### src/rtl/xgmii_rx_deframer.sv
// XGMII 64-bit receive deframer: strips preamble/SFD, realigns lane-4 starts to
// lane 0, and emits a byte-enabled frame stream with good/error frame statistics.
module xgmii_rx_deframer #(
  parameter int unsigned DATA_WIDTH         = 64,
  parameter int unsigned CTRL_WIDTH         = (DATA_WIDTH / 8),
  parameter int unsigned CNT_WIDTH          = 16,
  parameter bit          LANE4_START_ENABLE = 1'b1
) (
  input  logic                  rx_clk,
  input  logic                  rx_rst,
  input  logic [DATA_WIDTH-1:0] xgmii_rxd,
  input  logic [CTRL_WIDTH-1:0] xgmii_rxc,
  output logic [DATA_WIDTH-1:0] m_tdata,
  output logic [CTRL_WIDTH-1:0] m_tkeep,
  output logic                  m_tvalid,
  output logic                  m_tlast,
  output logic                  m_tuser,
  output logic [CNT_WIDTH-1:0]  frame_count,
  output logic [CNT_WIDTH-1:0]  error_count,
  output logic                  frame_error
);

  localparam logic [7:0]  C_START  = 8'hFB;
  localparam logic [7:0]  C_TERM   = 8'hFD;
  localparam logic [63:0] L0_START = 64'hD555_5555_5555_55FB;

  typedef enum logic [2:0] {S_IDLE, S_PAY0, S_CHK4, S_PAY4, S_DRAIN} state_t;

  // Index of the lowest set control bit; 8 when the word is all data.
  function automatic logic [3:0] first_ctl(input logic [7:0] c);
    first_ctl = 4'd8;
    for (int i = 7; i >= 0; i--) if (c[i]) first_ctl = 4'(i);
  endfunction

  function automatic logic [7:0] lane_of(input logic [63:0] d, input logic [3:0] idx);
    lane_of = '0;
    for (int i = 0; i < 8; i++) if (4'(i) == idx) lane_of = d[8*i +: 8];
  endfunction

  function automatic logic [7:0] keep_of(input logic [3:0] n);
    logic [8:0] m;
    m = (9'd1 << n) - 9'd1;
    return m[7:0];
  endfunction

  function automatic logic [63:0] mask_data(input logic [63:0] d, input logic [7:0] k);
    for (int i = 0; i < 8; i++) mask_data[8*i +: 8] = k[i] ? d[8*i +: 8] : 8'h00;
  endfunction

  function automatic logic [CNT_WIDTH-1:0] sat_inc(input logic [CNT_WIDTH-1:0] c, input logic en);
    return (en && (c != '1)) ? c + CNT_WIDTH'(1) : c;
  endfunction

  state_t      r_state, w_state_nxt;
  logic [31:0] r_hold, w_hold_nxt;
  logic [3:0]  r_hold_ctl, w_hold_ctl_nxt;
  logic        r_has_data, w_has_data_nxt;

  logic [63:0] r_tdata;
  logic [7:0]  r_tkeep;
  logic        r_tvalid, r_tlast, r_tuser, r_frame_error;
  logic [CNT_WIDTH-1:0] r_frame_count, r_error_count;

  logic        w_beat, w_last, w_user, w_err_a, w_err_b, w_seek;
  logic [63:0] w_data;
  logic [3:0]  w_nbytes, w_k, w_j;
  logic [7:0]  w_lane_k, w_hold_j, w_keep;

  always_comb begin
    w_state_nxt    = r_state;
    w_hold_nxt     = r_hold;
    w_hold_ctl_nxt = r_hold_ctl;
    w_has_data_nxt = r_has_data;
    w_beat         = 1'b0;
    w_last         = 1'b0;
    w_user         = 1'b0;
    w_err_a        = 1'b0;
    w_err_b        = 1'b0;
    w_seek         = 1'b0;
    w_data         = '0;
    w_nbytes       = 4'd0;
    w_k            = first_ctl(xgmii_rxc);
    w_lane_k       = lane_of(xgmii_rxd, w_k);
    w_j            = first_ctl({4'b0000, r_hold_ctl});
    w_hold_j       = lane_of({32'h0, r_hold}, w_j);

    case (r_state)
      S_IDLE: w_seek = 1'b1;
      S_PAY0: begin
        w_data = xgmii_rxd;
        if (xgmii_rxc == '0) begin
          w_beat         = 1'b1;
          w_nbytes       = 4'd8;
          w_has_data_nxt = 1'b1;
        end else begin
          w_state_nxt = S_IDLE;
          if (w_lane_k == C_TERM) begin
            if ((w_k == 4'd0) && !r_has_data) w_err_a = 1'b1;
            else begin
              w_beat   = 1'b1;
              w_nbytes = w_k;
              w_last   = 1'b1;
            end
          end else begin
            w_beat   = 1'b1;
            w_nbytes = w_k;
            w_last   = 1'b1;
            w_user   = 1'b1;
            w_err_a  = 1'b1;
          end
        end
      end
      S_CHK4: begin
        if ((xgmii_rxc[3:0] == 4'h0) && (xgmii_rxd[31:0] == 32'hD555_5555)) begin
          w_hold_nxt     = xgmii_rxd[63:32];
          w_hold_ctl_nxt = xgmii_rxc[7:4];
          // Control already in the upper half: let DRAIN finish (or reject) the frame.
          w_state_nxt    = (xgmii_rxc[7:4] == 4'h0) ? S_PAY4 : S_DRAIN;
        end else begin
          w_err_a     = 1'b1;
          w_state_nxt = S_IDLE;
        end
      end
      S_PAY4: begin
        w_data = {xgmii_rxd[31:0], r_hold};
        if (w_k == 4'd8) begin
          w_beat     = 1'b1;
          w_nbytes   = 4'd8;
          w_hold_nxt = xgmii_rxd[63:32];
        end else if (w_k <= 4'd4) begin
          w_beat      = 1'b1;
          w_nbytes    = 4'd4 + w_k;
          w_last      = 1'b1;
          w_user      = (w_lane_k != C_TERM);
          w_err_a     = (w_lane_k != C_TERM);
          w_state_nxt = S_IDLE;
        end else begin
          w_beat         = 1'b1;
          w_nbytes       = 4'd8;
          w_hold_nxt     = xgmii_rxd[63:32];
          w_hold_ctl_nxt = xgmii_rxc[7:4];
          w_state_nxt    = S_DRAIN;
        end
      end
      S_DRAIN: begin
        w_data      = {32'h0, r_hold};
        w_seek      = 1'b1;
        w_state_nxt = S_IDLE;
        if ((w_hold_j == C_TERM) && (w_j == 4'd0)) w_err_a = 1'b1;
        else begin
          w_beat   = 1'b1;
          w_nbytes = w_j;
          w_last   = 1'b1;
          w_user   = (w_hold_j != C_TERM);
          w_err_a  = (w_hold_j != C_TERM);
        end
      end
      default: w_state_nxt = S_IDLE;
    endcase

    // Start detection on words outside a frame (including the DRAIN word).
    if (w_seek) begin
      if (xgmii_rxc[0] && (xgmii_rxd[7:0] == C_START)) begin
        if ((xgmii_rxc == 8'h01) && (xgmii_rxd == L0_START)) begin
          w_state_nxt    = S_PAY0;
          w_has_data_nxt = 1'b0;
        end else w_err_b = 1'b1;
      end else if ((LANE4_START_ENABLE != 1'b0) && xgmii_rxc[4] && (xgmii_rxd[39:32] == C_START)) begin
        if ((xgmii_rxc[7:4] == 4'b0001) && (xgmii_rxd[63:40] == 24'h55_5555)) w_state_nxt = S_CHK4;
        else w_err_b = 1'b1;
      end
    end
  end

  assign w_keep = w_beat ? keep_of(w_nbytes) : 8'h00;

  always_ff @(posedge rx_clk or negedge rx_rst) begin
    if (!rx_rst) begin
      r_state       <= S_IDLE;
      r_hold        <= '0;
      r_hold_ctl    <= '0;
      r_has_data    <= 1'b0;
      r_tdata       <= '0;
      r_tkeep       <= '0;
      r_tvalid      <= 1'b0;
      r_tlast       <= 1'b0;
      r_tuser       <= 1'b0;
      r_frame_error <= 1'b0;
      r_frame_count <= '0;
      r_error_count <= '0;
    end else begin
      r_state       <= w_state_nxt;
      r_hold        <= w_hold_nxt;
      r_hold_ctl    <= w_hold_ctl_nxt;
      r_has_data    <= w_has_data_nxt;
      r_tdata       <= mask_data(w_data, w_keep);
      r_tkeep       <= w_keep;
      r_tvalid      <= w_beat;
      r_tlast       <= w_beat & w_last;
      r_tuser       <= w_beat & w_user;
      r_frame_error <= w_err_a | w_err_b;
      r_frame_count <= sat_inc(r_frame_count, w_beat & w_last & ~w_user);
      r_error_count <= sat_inc(sat_inc(r_error_count, w_err_a), w_err_b);
    end
  end

  assign m_tdata     = r_tdata;
  assign m_tkeep     = r_tkeep;
  assign m_tvalid    = r_tvalid;
  assign m_tlast     = r_tlast;
  assign m_tuser     = r_tuser;
  assign frame_count = r_frame_count;
  assign error_count = r_error_count;
  assign frame_error = r_frame_error;

endmodule
### config.mk
export PLATFORM = sky130hd
export DESIGN_NAME = xgmii_rx_deframer
export DESIGN_NICKNAME = d
export VERILOG_FILES = /design/src/rtl/xgmii_rx_deframer.sv
export SDC_FILE = /design/constraint.sdc
export NUM_CORES = 1
export LEC_CHECK = 0
export BUFFER_PORTS_ARGS = -buffer_cell sky130_fd_sc_hd__clkbuf_2
export CORE_ASPECT_RATIO = 0.7
export CORE_MARGIN = 5
export CORE_UTILIZATION = 60
export CTS_BUF_LIST = sky130_fd_sc_hd__clkbuf_8
export CTS_CLUSTER_SIZE = 16
export DETAILED_ROUTE_END_ITERATION = 12
export GPL_TIMING_DRIVEN = 0
export PLACE_DENSITY = 0.95
export RECOVER_POWER = 25
export SLEW_MARGIN = 20
export SYNTH_ARGS = -nofsm -noshare
export SYNTH_HDL_FRONTEND = slang
export SYNTH_SLANG_ARGS = --single-unit
### constraint.sdc
create_clock -name rx_clk -period 8.5 [get_ports rx_clk]
set_input_delay 0.85 -clock rx_clk [delete_from_list [all_inputs] [get_ports rx_clk]]
set_output_delay 0.85 -clock rx_clk [all_outputs]
set_load 0.05 [all_outputs]
==> run summary, run 1 <==
Status - finished, violations left
Failing checks - max-capacitance violations, max-slew violations
P&R area growth vs syn - 19.3%
Worst-case clock buffer depth - 2
Synth Instances - 812
# Max-Cap Violations - 1
Vias in the first global route - 7422
# diodes - 0
Row count - 35
Crit path cell chain - clkbuf_2, or4_1, buf_2, nor3b_1, a21oi_1, a221oi_1, a311oi_2, o21ai_0, clkbuf_1, xnor2_1, ha_1, nand3_1, nor3_1, a311oi_1, or4b_1, buf_2, o21bai_4, mux2_2
Die Y-Extent - 106 um
Post-synth top cells - dfrtp_1, nor2_1, a22oi_1, nand2_1, mux2_2
F_max - 0.165 GHz
Cell seen most often among critical-path stages - buf_2
GRT overflow - 0
Critical path's slowest cell - a221oi_1
Clock Skews - 0.0187 ns
Die W - 147 um
Post_cts resized - 0
Ys async rst share - 100%
I/O pins - 182
Final setup TNS - 0 ns
Number of port buffers - 180
1st-iter DRT viols - 964
Buffers plus inverters on the worst setup path - 4
Unique cell type count in the Yosys netlist - 80
Yosys synthesis warning count - 0
Via/cell ratio - 6.43
Multi-input gate area - 0.00396 mm2
Static Leak - 0.00436 uW
Power per cell area - 144 mW/mm2
FF/Latch Area - 0.00370 mm2
Peak fanout along the critical path - 10
Post-route design area - 0.00942 mm2
CP top delay family - compound AO/OA/AOI/OAI gates
Core area - 0.0130 mm2
Kind of critical path - in2reg
H-tree Lvls - 4
CP Capture Type - flip-flop
Routed Antenna Nets - 0
RSZ-0062 raised after global routing - no
Delay of the slowest critical-path stage - 0.70 ns
VDD IR max - 0.0970 mV
Post-layout min period - 6.05 ns
Clk Latency, worst-skew pair - 0.47 ns
#FFs+latches synth - 148
Post-route DRC - 0
Final-report hold violation count - 0
Final setup fails - 0
Most common cell in the synthesized netlist - dfrtp_1
Drt pass-1 iters - 6
Startpoint Class - input pin
Largest net degree at the start of global routing - 92
Tightest Pin Transition - 4.78 ns
Relative slew margins - -218%
Initial antenna violation count - 0
Hold-fix buffers, CTS - 0
CTS tree - built
Top cell type's share of synthesized area - 46.9%
GRT Total Usage - 31.8%
Effective utilization at floorplan - 60.7%
Final HPWL DP - 18500 um
First-pass GRT wire length - 39300 um
Clock Root Buffer - clkbuf_8
Cell accounting for the most synthesized area - dfrtp_1
Wirelength per Cell - 20.7 um
Seq/Total Area, Yosys - 46.9%
Via count - 7658
Post-Syn Area - 0.00789 mm2
Hold Crit Class - reg2reg
Post-synth EDFFs - 0
Fillers - 986
Most used DFF post-synth - dfrtp_1
Layout Nets - 1090
Placed inst area - 0.00904 mm2
Period utilisation layout - 71.2%
Clock transition at path regs - 0.10 ns
CTS buffer count - 17
Slew Limit Fails - 91
Final wirelength - 24600 um
Die area - 0.0156 mm2
Share of layout cells above drive strength 1 - 26.6%
Postcts setup bufs - 0
Arrival @ worst endpoint - 6.41 ns
Avg Inst Size Synth - 9.72 um2
CP required - 8.86 ns
Final RePlAce weighted congestion - 0.997
Clock Sinks - 148
Synth area leaders - dfrtp_1, a22oi_1, mux2_2, nor2_1, xnor2_1
Mapped Nets - 890
## power by group
group	switching, uW	internal (uW)
clock network	300	249
registers	2.43	705
logic	67.7	29.6
total	370	983
## flip-flops by register name, summed over array words and instances (netlist names)
signal       count
m_tdata         64
r_hold          32
error_count     16
frame_count     16
m_tkeep          8
r_hold_ctl       4
r_state          3
frame_error      1
m_tlast          1
m_tuser          1
m_tvalid         1
r_has_data       1
## final cells by class
type | count | area share [%]
Multi-Input combinational cell | 608 | 42.1
Sequential cell | 148 | 39.3
Timing Repair Buffer | 181 | 9.84
Clock buffer | 18 | 2.63
Tap cell | 166 | 2.21
Buffer | 40 | 1.75
Clock inverter | 14 | 1.51
Inverter | 16 | 0.638
## path summary, 6_finish.rpt
path	slack, ns	from	endpoint	cells past startpoint
max	2.45	xgmii_rxc[3]	error_count[1]$_DFF_PN0_	18
min	0.51	frame_count[7]$_DFFE_PN0P_	frame_count[7]$_DFFE_PN0P_	1
max reg2reg	2.80	r_state[1]$_DFF_PN0_	error_count[1]$_DFF_PN0_	18
min reg2reg	0.51	frame_count[7]$_DFFE_PN0P_	frame_count[7]$_DFFE_PN0P_	1
max in group asynchronous	3.73	rx_rst	r_hold[25]$_DFFE_PN0P_	1
min in group asynchronous	2.09	rx_rst	m_tdata[36]$_DFF_PN0_	1
## kinds of logic (layout without fill, tap and decap cells)
logic type | count (synthesis) | after routing | synth area share, %
AOI/OAI and AO/OA | 172 | 172 | 16.0
xor gates and xnor gates | 39 | 39 | 4.42
adders and majority gates | 4 | 4 | 0.634
buffers and inverters | 56 | 269 | 2.85
DFF | 148 | 148 | 46.9
muxes | 43 | 43 | 6.07
and+or+nand+nor | 350 | 350 | 23.1
## metal layers
metal / share of wire (%) / track usage [%]
met1: 41 / 44.3
met4: 1.8 / 9.77
met2: 45 / 48.4
met5: 0 / 0
met3: 13 / 9.76
## placed cells by master (no fill, tap or decap), drive strengths merged, types with 8 or more instances in the layout
| cell | n |
|---|---|
| clkbuf | 231 |
| dfrtp | 148 |
| nor2 | 108 |
| nand2 | 66 |
| a22oi | 66 |
| mux2 | 39 |
| nand3 | 29 |
| xnor2 | 29 |
| nor3 | 26 |
| o21ai | 25 |
| inv | 25 |
| a21oi | 16 |
| nand4 | 15 |
| nor2b | 12 |
| nand2b | 10 |
| nand3b | 10 |
| xor2 | 10 |
| and3 | 8 |
| buf | 8 |
## per-stage QoR
| stage | std cells | hold slack [ns] | utilization, % | power (uW) | setup slack [ns] |
|---|---|---|---|---|---|
| after floorplan | 812 | 0.463 | - | 754 | 3.05 |
| after global placement | 1158 | 0.487 | 69.2 | 813 | 2.24 |
| after detailed placement | 1159 | 0.487 | 69.5 | 815 | 2.17 |
| after CTS | 1191 | 0.455 | 72.5 | 1350 | 2.64 |
| after global routing | 1191 | 0.532 | 72.4 | 1390 | 2.13 |
| final | 1191 | 0.512 | 72.4 | 1350 | 2.45 |
## worst reg2reg max path, cell delays in order, from the launching register on
cell and delay [ns]:
dfrtp_1 0.33, clkbuf_1 0.33, nor2b_1 0.30, and2_1 0.16, clkbuf_1 0.40, o21ai_0 0.29
and2_1 0.27, a311oi_2 0.60, o21ai_0 0.26, clkbuf_1 0.30, xnor2_1 0.30, ha_1 0.24
nand3_1 0.11, nor3_1 0.17, a311oi_1 0.10, or4b_1 0.57, buf_2 0.19, o21bai_4 0.32
mux2_2 0.38
Power figures use the tool's default switching activity.
==> run 2: changes to the inputs <==
--- a/config.mk
+++ b/config.mk
@@ -8,12 +8,12 @@
 export BUFFER_PORTS_ARGS = -buffer_cell sky130_fd_sc_hd__clkbuf_2
 export CORE_ASPECT_RATIO = 0.7
 export CORE_MARGIN = 5
-export CORE_UTILIZATION = 60
+export CORE_UTILIZATION = 56
 export CTS_BUF_LIST = sky130_fd_sc_hd__clkbuf_8
 export CTS_CLUSTER_SIZE = 16
 export DETAILED_ROUTE_END_ITERATION = 12
 export GPL_TIMING_DRIVEN = 0
-export PLACE_DENSITY = 0.95
+export PLACE_DENSITY = 0.94
 export RECOVER_POWER = 25
 export SLEW_MARGIN = 20
 export SYNTH_ARGS = -nofsm -noshare
==> constraint.sdc (replaced) <==
create_clock -name rx_clk -period 5.7 [get_ports rx_clk]
set_input_delay 0.57 -clock rx_clk [delete_from_list [all_inputs] [get_ports rx_clk]]
set_output_delay 0.57 -clock rx_clk [all_outputs]
set_load 0.05 [all_outputs]
==> run summary, run 2 (synthesis gave the netlist of run 1 again) <==
Status - finished, violations left
Failing checks - max-capacitance violations, max-slew violations
Critical path's slowest cell - or4_4
Final wirelength - 25200 um (+2.5%)
Max reg flops - 64 (unchanged)
Effective utilization at floorplan - 56.9% (-3.8 points)
Power per cell area - 215 mW/mm2 (+50%)
Relative slew margins - -174% (+44 points)
I/O pins - 182 (unchanged)
Layout Nets - 1089 (-0.092%)
F_max - 0.188 GHz
Hold path start - xgmii_rxd[54]
Die area - 0.0166 mm2 (+6.5%)
1st-iter DRT viols - 989 (+2.6%)
CTS buffer count - 17 (unchanged)
Final setup fails - 0 (unchanged)
Peak fanout along the critical path - 10 (unchanged)
Clk Latency, worst-skew pair - 0.45 ns (-0.02 ns)
Most frequent cells in the layout - clkbuf_2, dfrtp_1, nor2_1, nand2_1, a22oi_1
Final RePlAce weighted congestion - 1.01 (+1.6%)
Die W - 152 um (+3.3%)
Clock Skews - 0.0142 ns (-0.00456 ns)
Row count - 36 (+2.9%)
CP Capture Type - flip-flop
Crit path cell chain - clkbuf_2, or4_1, buf_2, or4_4, and2_0, a2111o_1, a31o_1, buf_6, o21ai_0, clkbuf_2, xnor2_1, ha_1, nand3_1, nor3_1, a311oi_1, or4b_1, buf_2, o21bai_4, mux2_2
Most common cell after layout, fill and taps aside - clkbuf_2
Worst Setup Slack, final - 0.390 ns (-2.06 ns)
VDD IR max - 0.176 mV (+81%)
Largest net degree at the start of global routing - 80 (-13%)
Post-route design area - 0.00950 mm2 (+0.82%)
Period utilisation layout - 93.2%
Wirelength per Cell - 20.8 um (+0.59%)
Place WS - -0.386 ns (-2.56 ns)
Hold Crit Class - in2reg
GRT Total Usage - 29.9% (-1.9 points)
Kind of critical path - in2reg
Share of layout cells above drive strength 1 - 27.1% (+0.42 points)
Placed inst area - 0.00907 mm2 (+0.33%)
Final setup TNS - 0 ns (unchanged)
Worst-case clock buffer depth - 2 (unchanged)
Core area - 0.0139 mm2 (+6.7%)
Crit. Startpoint - xgmii_rxc[3]
Fillers - 1088 (+10%)
Via/cell ratio - 6.31 (-1.9%)
Clock transition at path regs - 0.09 ns (about the same)
# Max-Cap Violations - 1 (unchanged)
Startpoint Class - input pin
Die Y-Extent - 109 um (+3.2%)
Tightest Pin Transition - 4.11 ns (-0.666 ns)
# diodes - 0 (unchanged)
Clock Sinks - 148 (unchanged)
Routed Antenna Nets - 0 (unchanged)
CP required - 6.05 ns (-2.81 ns)
First-pass GRT wire length - 39300 um (about the same)
Slew Limit Fails - 79 (-13%)
Final HPWL DP - 18900 um (+1.7%)
Post-layout min period - 5.31 ns
Via count - 7656 (-0.026%)
CTS tree - built
Drt pass-1 iters - 6 (unchanged)
WHS - 0.381 ns (-0.130 ns)
Final-report hold violation count - 0 (unchanged)
Post-route DRC - 0 (unchanged)
Arrival @ worst endpoint - 5.66 ns (-0.75 ns)
Hold-fix buffers, CTS - 0 (unchanged)
Static Leak - 0.00438 uW (+0.33%)
Delay of the slowest critical-path stage - 0.58 ns (-0.12 ns)
H-tree Lvls - 4 (unchanged)
Crit Reg-Reg Startpoint - r_state[1]$_DFF_PN0_
Initial antenna violation count - 0 (unchanged)
GRT overflow - 0 (unchanged)
Clock Root Buffer - clkbuf_8
Number of port buffers - 180 (unchanged)
Vias in the first global route - 7179 (-3.3%)
P&R area growth vs syn - 20.3%
Total power - 2050 uW (+51%)
## run 2: power breakdown
part	total (uW)	leakage [uW]	switching, uW	internal [uW]
sequential	1050	0.00206	3.40	1050
combinational	149	0.00212	105	44.4
clock	843	0.000199	442	400
## run 2: final cells by class
class	instances	area (um2)	area share, %
Clock inverter	15	166	1.75
Timing Repair Buffer	181	927	9.76
Inverter	16	60.1	0.632
Multi-Input combinational cell	608	4000	42.2
Buffer	39	163	1.71
Clock buffer	17	234	2.46
Tap cell	190	238	2.50
Sequential cell	148	3700	39.0
## run 2: per-layer routing
| layer | GRT usage, % | vias to the layer above | wire, um |
|---|---|---|---|
| met2 | 45.7 | 530 | 11100 |
| met4 | 8.34 | 0 | 616 |
| met1 | 41.4 | 3662 | 10100 |
| met5 | 0 | - | 0 |
| met3 | 10.1 | 81 | 3370 |
| li1 | - | 3383 | - |
## run 2: path summary, 6_finish.rpt
| path | slack (ns) | cells after the start | endpoint |
|---|---|---|---|
| setup / recovery | 0.39 | 19 | error_count[1]$_DFF_PN0_ |
| hold reg to reg | 0.51 | 1 | frame_count[7]$_DFFE_PN0P_ |
| max in group asynchronous | 1.84 | 1 | r_hold[26]$_DFFE_PN0P_ |
| setup reg to reg | 0.39 | 17 | error_count[1]$_DFF_PN0_ |
| min in group asynchronous | 1.55 | 1 | m_tkeep[4]$_DFF_PN0_ |
| hold / removal | 0.38 | 2 | r_hold[22]$_DFFE_PN0P_ |
## run 2: critical path: cells and delay by family
family                     cells  cell delay (ns)
xor gates and xnor gates       1             0.20
muxes                          1             0.38
and+or+nand+nor                6             2.09
AOI/OAI and AO/OA              5             1.24
buffers and inverters          5             0.93
adders and majority gates      1             0.25
## run 2: stage by stage
| step | instances | util, % |
|---|---|---|
| after floorplan | 812 | - |
| after global placement | 1182 | 65.1 |
| after detailed placement | 1183 | 65.4 |
| after CTS | 1215 | 68.2 |
| after global routing | 1214 | 68.4 |
| final | 1214 | 68.4 |
## run 2: repair_timing
action,CTS,global route
setup endpoints to repair,0,16
buffers inserted,0,0
resized for setup,0,7
==> run 3: changes to the inputs <==
--- a/config.mk
+++ b/config.mk
@@ -10,11 +10,12 @@
 export CORE_MARGIN = 5
 export CORE_UTILIZATION = 56
 export CTS_BUF_LIST = sky130_fd_sc_hd__clkbuf_8
-export CTS_CLUSTER_SIZE = 16
+export CTS_CLUSTER_SIZE = 25
 export DETAILED_ROUTE_END_ITERATION = 12
 export GPL_TIMING_DRIVEN = 0
 export PLACE_DENSITY = 0.94
 export RECOVER_POWER = 25
+export SETUP_SLACK_MARGIN = 0.5
 export SLEW_MARGIN = 20
 export SYNTH_ARGS = -nofsm -noshare
 export SYNTH_HDL_FRONTEND = slang
==> run summary, run 3 (synthesis gave the netlist of run 1 again) <==
Status - finished, violations left
Failing checks - max-capacitance violations, max-slew violations
Slew Limit Fails - 79 (unchanged)
Critical path's slowest cell - or4_4
Crit path cell chain - clkbuf_2, or4_1, buf_2, or4_4, and2_0, a2111o_1, a31o_1, buf_6, o21ai_2, buf_4, xnor2_1, ha_2, nand3_1, nor3_1, a311oi_2, or4b_1, buf_2, o21bai_4, buf_4, nor4_1, xor2_1
Initial antenna violation count - 0 (unchanged)
Hold path start - xgmii_rxd[54]
Final setup TNS - 0 ns (unchanged)
GRT overflow - 0 (unchanged)
CTS tree - built
Critical path depth - 21 (+2)
Final HPWL DP - 18900 um (unchanged)
Clock Root Buffer - clkbuf_8
Wirelength per Cell - 20.7 um (-0.40%)
Final core occ - 69.1% (+0.61 points)
Top sig layer - met4
Delay of the slowest critical-path stage - 0.59 ns (about the same)
Total power - 2040 uW (-0.26%)
Gate power share - 7.3% (about the same)
Fillers - 1068 (-1.8%)
Hold Crit Class - in2reg
VDD IR max - 0.177 mV (+0.45%)
WHS - 0.396 ns (+0.0146 ns)
Clock transition at path regs - 0.09 ns (about the same)
R2R Setup Slk - 0.69 ns (+0.30 ns)
Tightest Pin Transition - 4.11 ns (+0.00194 ns)
Clock Sinks - 148 (unchanged)
Vias in the first global route - 7282 (+1.4%)
Largest net degree at the start of global routing - 80 (unchanged)
CP top delay family - simple AND/OR/NAND/NOR gates
I/O pins - 182 (unchanged)
Clock Skews - 0.0138 ns (-0.000397 ns)
R2r endpoint - error_count[15]$_DFF_PN0_
P&R area growth vs syn - 21.4%
Buffers plus inverters on the worst setup path - 6 (+1)
First-pass GRT wire length - 39800 um (+1.5%)
Hold endpoint - r_hold[22]$_DFFE_PN0P_
Die Y-Extent - 109 um (unchanged)
Most frequent cells in the layout - clkbuf_2, dfrtp_1, nor2_1, nand2_1, a22oi_1
Post-layout min period - 5.04 ns (-0.270 ns)
Via/cell ratio - 6.28 (-0.43%)
# diodes - 0 (unchanged)
Most common cell after layout, fill and taps aside - clkbuf_2
Effective utilization at floorplan - 56.9% (unchanged)
Power share of the clock group - 41.0% (-0.2 points)
Post-route DRC - 0 (unchanged)
Crit Reg-Reg Startpoint - r_hold_ctl[0]$_DFFE_PN0P_
Metal-1 WL - 10300 um (+2.2%)
Max reg flops - 64 (unchanged)
Internal power - 1500 uW (about the same)
Startpoint Class - input pin
Final wirelength - 25300 um (+0.17%)
Final RePlAce weighted congestion - 1.01 (unchanged)
Power per cell area - 213 mW/mm2 (-1.1%)
Die area - 0.0166 mm2 (unchanged)
1st-iter DRT viols - 934 (-5.6%)
Worst Hold Depth - 2 (unchanged)
Drt pass-1 iters - 9 (+3)
Layout Nets - 1096 (+0.64%)
RSZ-0062 raised after global routing - yes
Worst Reg-to-Reg Cells - 19 (+2)
Final setup fails - 0 (unchanged)
Share of layout cells above drive strength 1 - 28.1% (+1.1 points)
FF/Latch Area - 0.00370 mm2 (unchanged)
Net switching power figure - 544 uW (-1.1%)
F_max - 0.198 GHz (+5.4%)
Die W - 152 um (unchanged)
Arrival @ worst endpoint - 5.36 ns (-0.30 ns)
Clk Latency, worst-skew pair - 0.45 ns (about the same)
Static Leak - 0.00442 uW (+1.0%)
CP Capture Type - flip-flop
GRT Total Usage - 30.2% (+0.29 points)
Multi-input gate area - 0.00402 mm2 (+0.44%)
Core area - 0.0139 mm2 (unchanged)
Via count - 7667 (+0.14%)
Hold-fix buffers, CTS - 0 (unchanged)
Metal2 WL - 11200 um (+0.66%)
Sw Ratio - 26.7% (-0.23 points)
Peak fanout along the critical path - 10 (unchanged)
Period utilisation layout - 88.4% (-4.7 points)
CP required - 6.02 ns (-0.03 ns)
Kind of critical path - in2reg
Sequential power share - 51.7% (+0.2 points)
CTS buffer count - 17 (unchanged)
Row count - 36 (unchanged)
Worst-case clock buffer depth - 2 (unchanged)
WL met3 - 3120 um (-7.2%)
# Max-Cap Violations - 1 (unchanged)
H-tree Lvls - 4 (unchanged)
Routed Antenna Nets - 0 (unchanged)
Relative slew margins - -174% (about the same)
Number of port buffers - 180 (unchanged)
Final-report hold violation count - 0 (unchanged)
## run 3: cell count changes in the layout (fill, tap and decap cells not counted), sizes merged
cell / previous run / this run
buf: 8 / 15
## run 3: routing by layer
metal | GRT usage [%] | vias up
met5 | 0 | -
met4 | 9.04 | 0
met3 | 8.73 | 73
met2 | 45.9 | 513
met1 | 42.6 | 3681
li1 | - | 3400
## run 3: timing repair
action	4_1_cts	5_1_grt
gates resized for setup	8	10
endpoints found under the setup margin	16	16
setup buffers	3	3
pin swaps	1	3
## run 3: power by group through the flow
stage / clock (uW) / combinational, uW / sequential (uW)
3_5_place_dp: 0 / 142 / 1070
6_report: 836 / 150 / 1050
3_3_place_gp: 0 / 139 / 1080
5_1_grt: 895 / 161 / 1050
2_1_floorplan: 0 / 42.8 / 1080
4_1_cts: 843 / 146 / 1050
## run 3: area by class of cell
type                       count  share of cell area, %
timing repair buffer         187                   10.3
clock inverter                15                   1.74
clock buffer                  17                   2.44
buffer                        40                   1.80
sequential                   148                   38.7
multi-input combinational    608                   42.0
tap                          190                   2.48
inverter                      16                  0.627
## run 3: worst max path at each step
stage,end,start
6_report,error_count[15]$_DFF_PN0_,xgmii_rxc[3]
5_1_grt,error_count[6]$_DFF_PN0_,xgmii_rxc[3]
4_1_cts,error_count[2]$_DFF_PN0_,xgmii_rxc[3]
3_5_place_dp,error_count[1]$_DFF_PN0_,xgmii_rxc[3]
3_3_place_gp,error_count[1]$_DFF_PN0_,xgmii_rxc[3]
2_1_floorplan,error_count[1]$_DFF_PN0_,xgmii_rxc[3]
## run 3: metrics by stage
stage | std cells | area, um2 | setup WS, ns
2_1_floorplan | 812 | 7890 | 0.531
3_3_place_gp | 1182 | 9030 | -0.317
4_1_cts | 1218 | 9540 | 0.560
3_5_place_dp | 1183 | 9070 | -0.386
6_report | 1221 | 9580 | 0.660
5_1_grt | 1221 | 9580 | 0.472
## run 3: worst reg2reg max path, delay by kind of cell (launching register included)
kind                     cells  cell delay [ns]
AO/OA/AOI/OAI                5             1.05
XOR/XNOR                     2             0.34
adder cells (fa/ha/maj)      1             0.26
buffers and inverters        4             0.66
flip-flops                   1             0.53
AND/OR/NAND/NOR              7             2.05
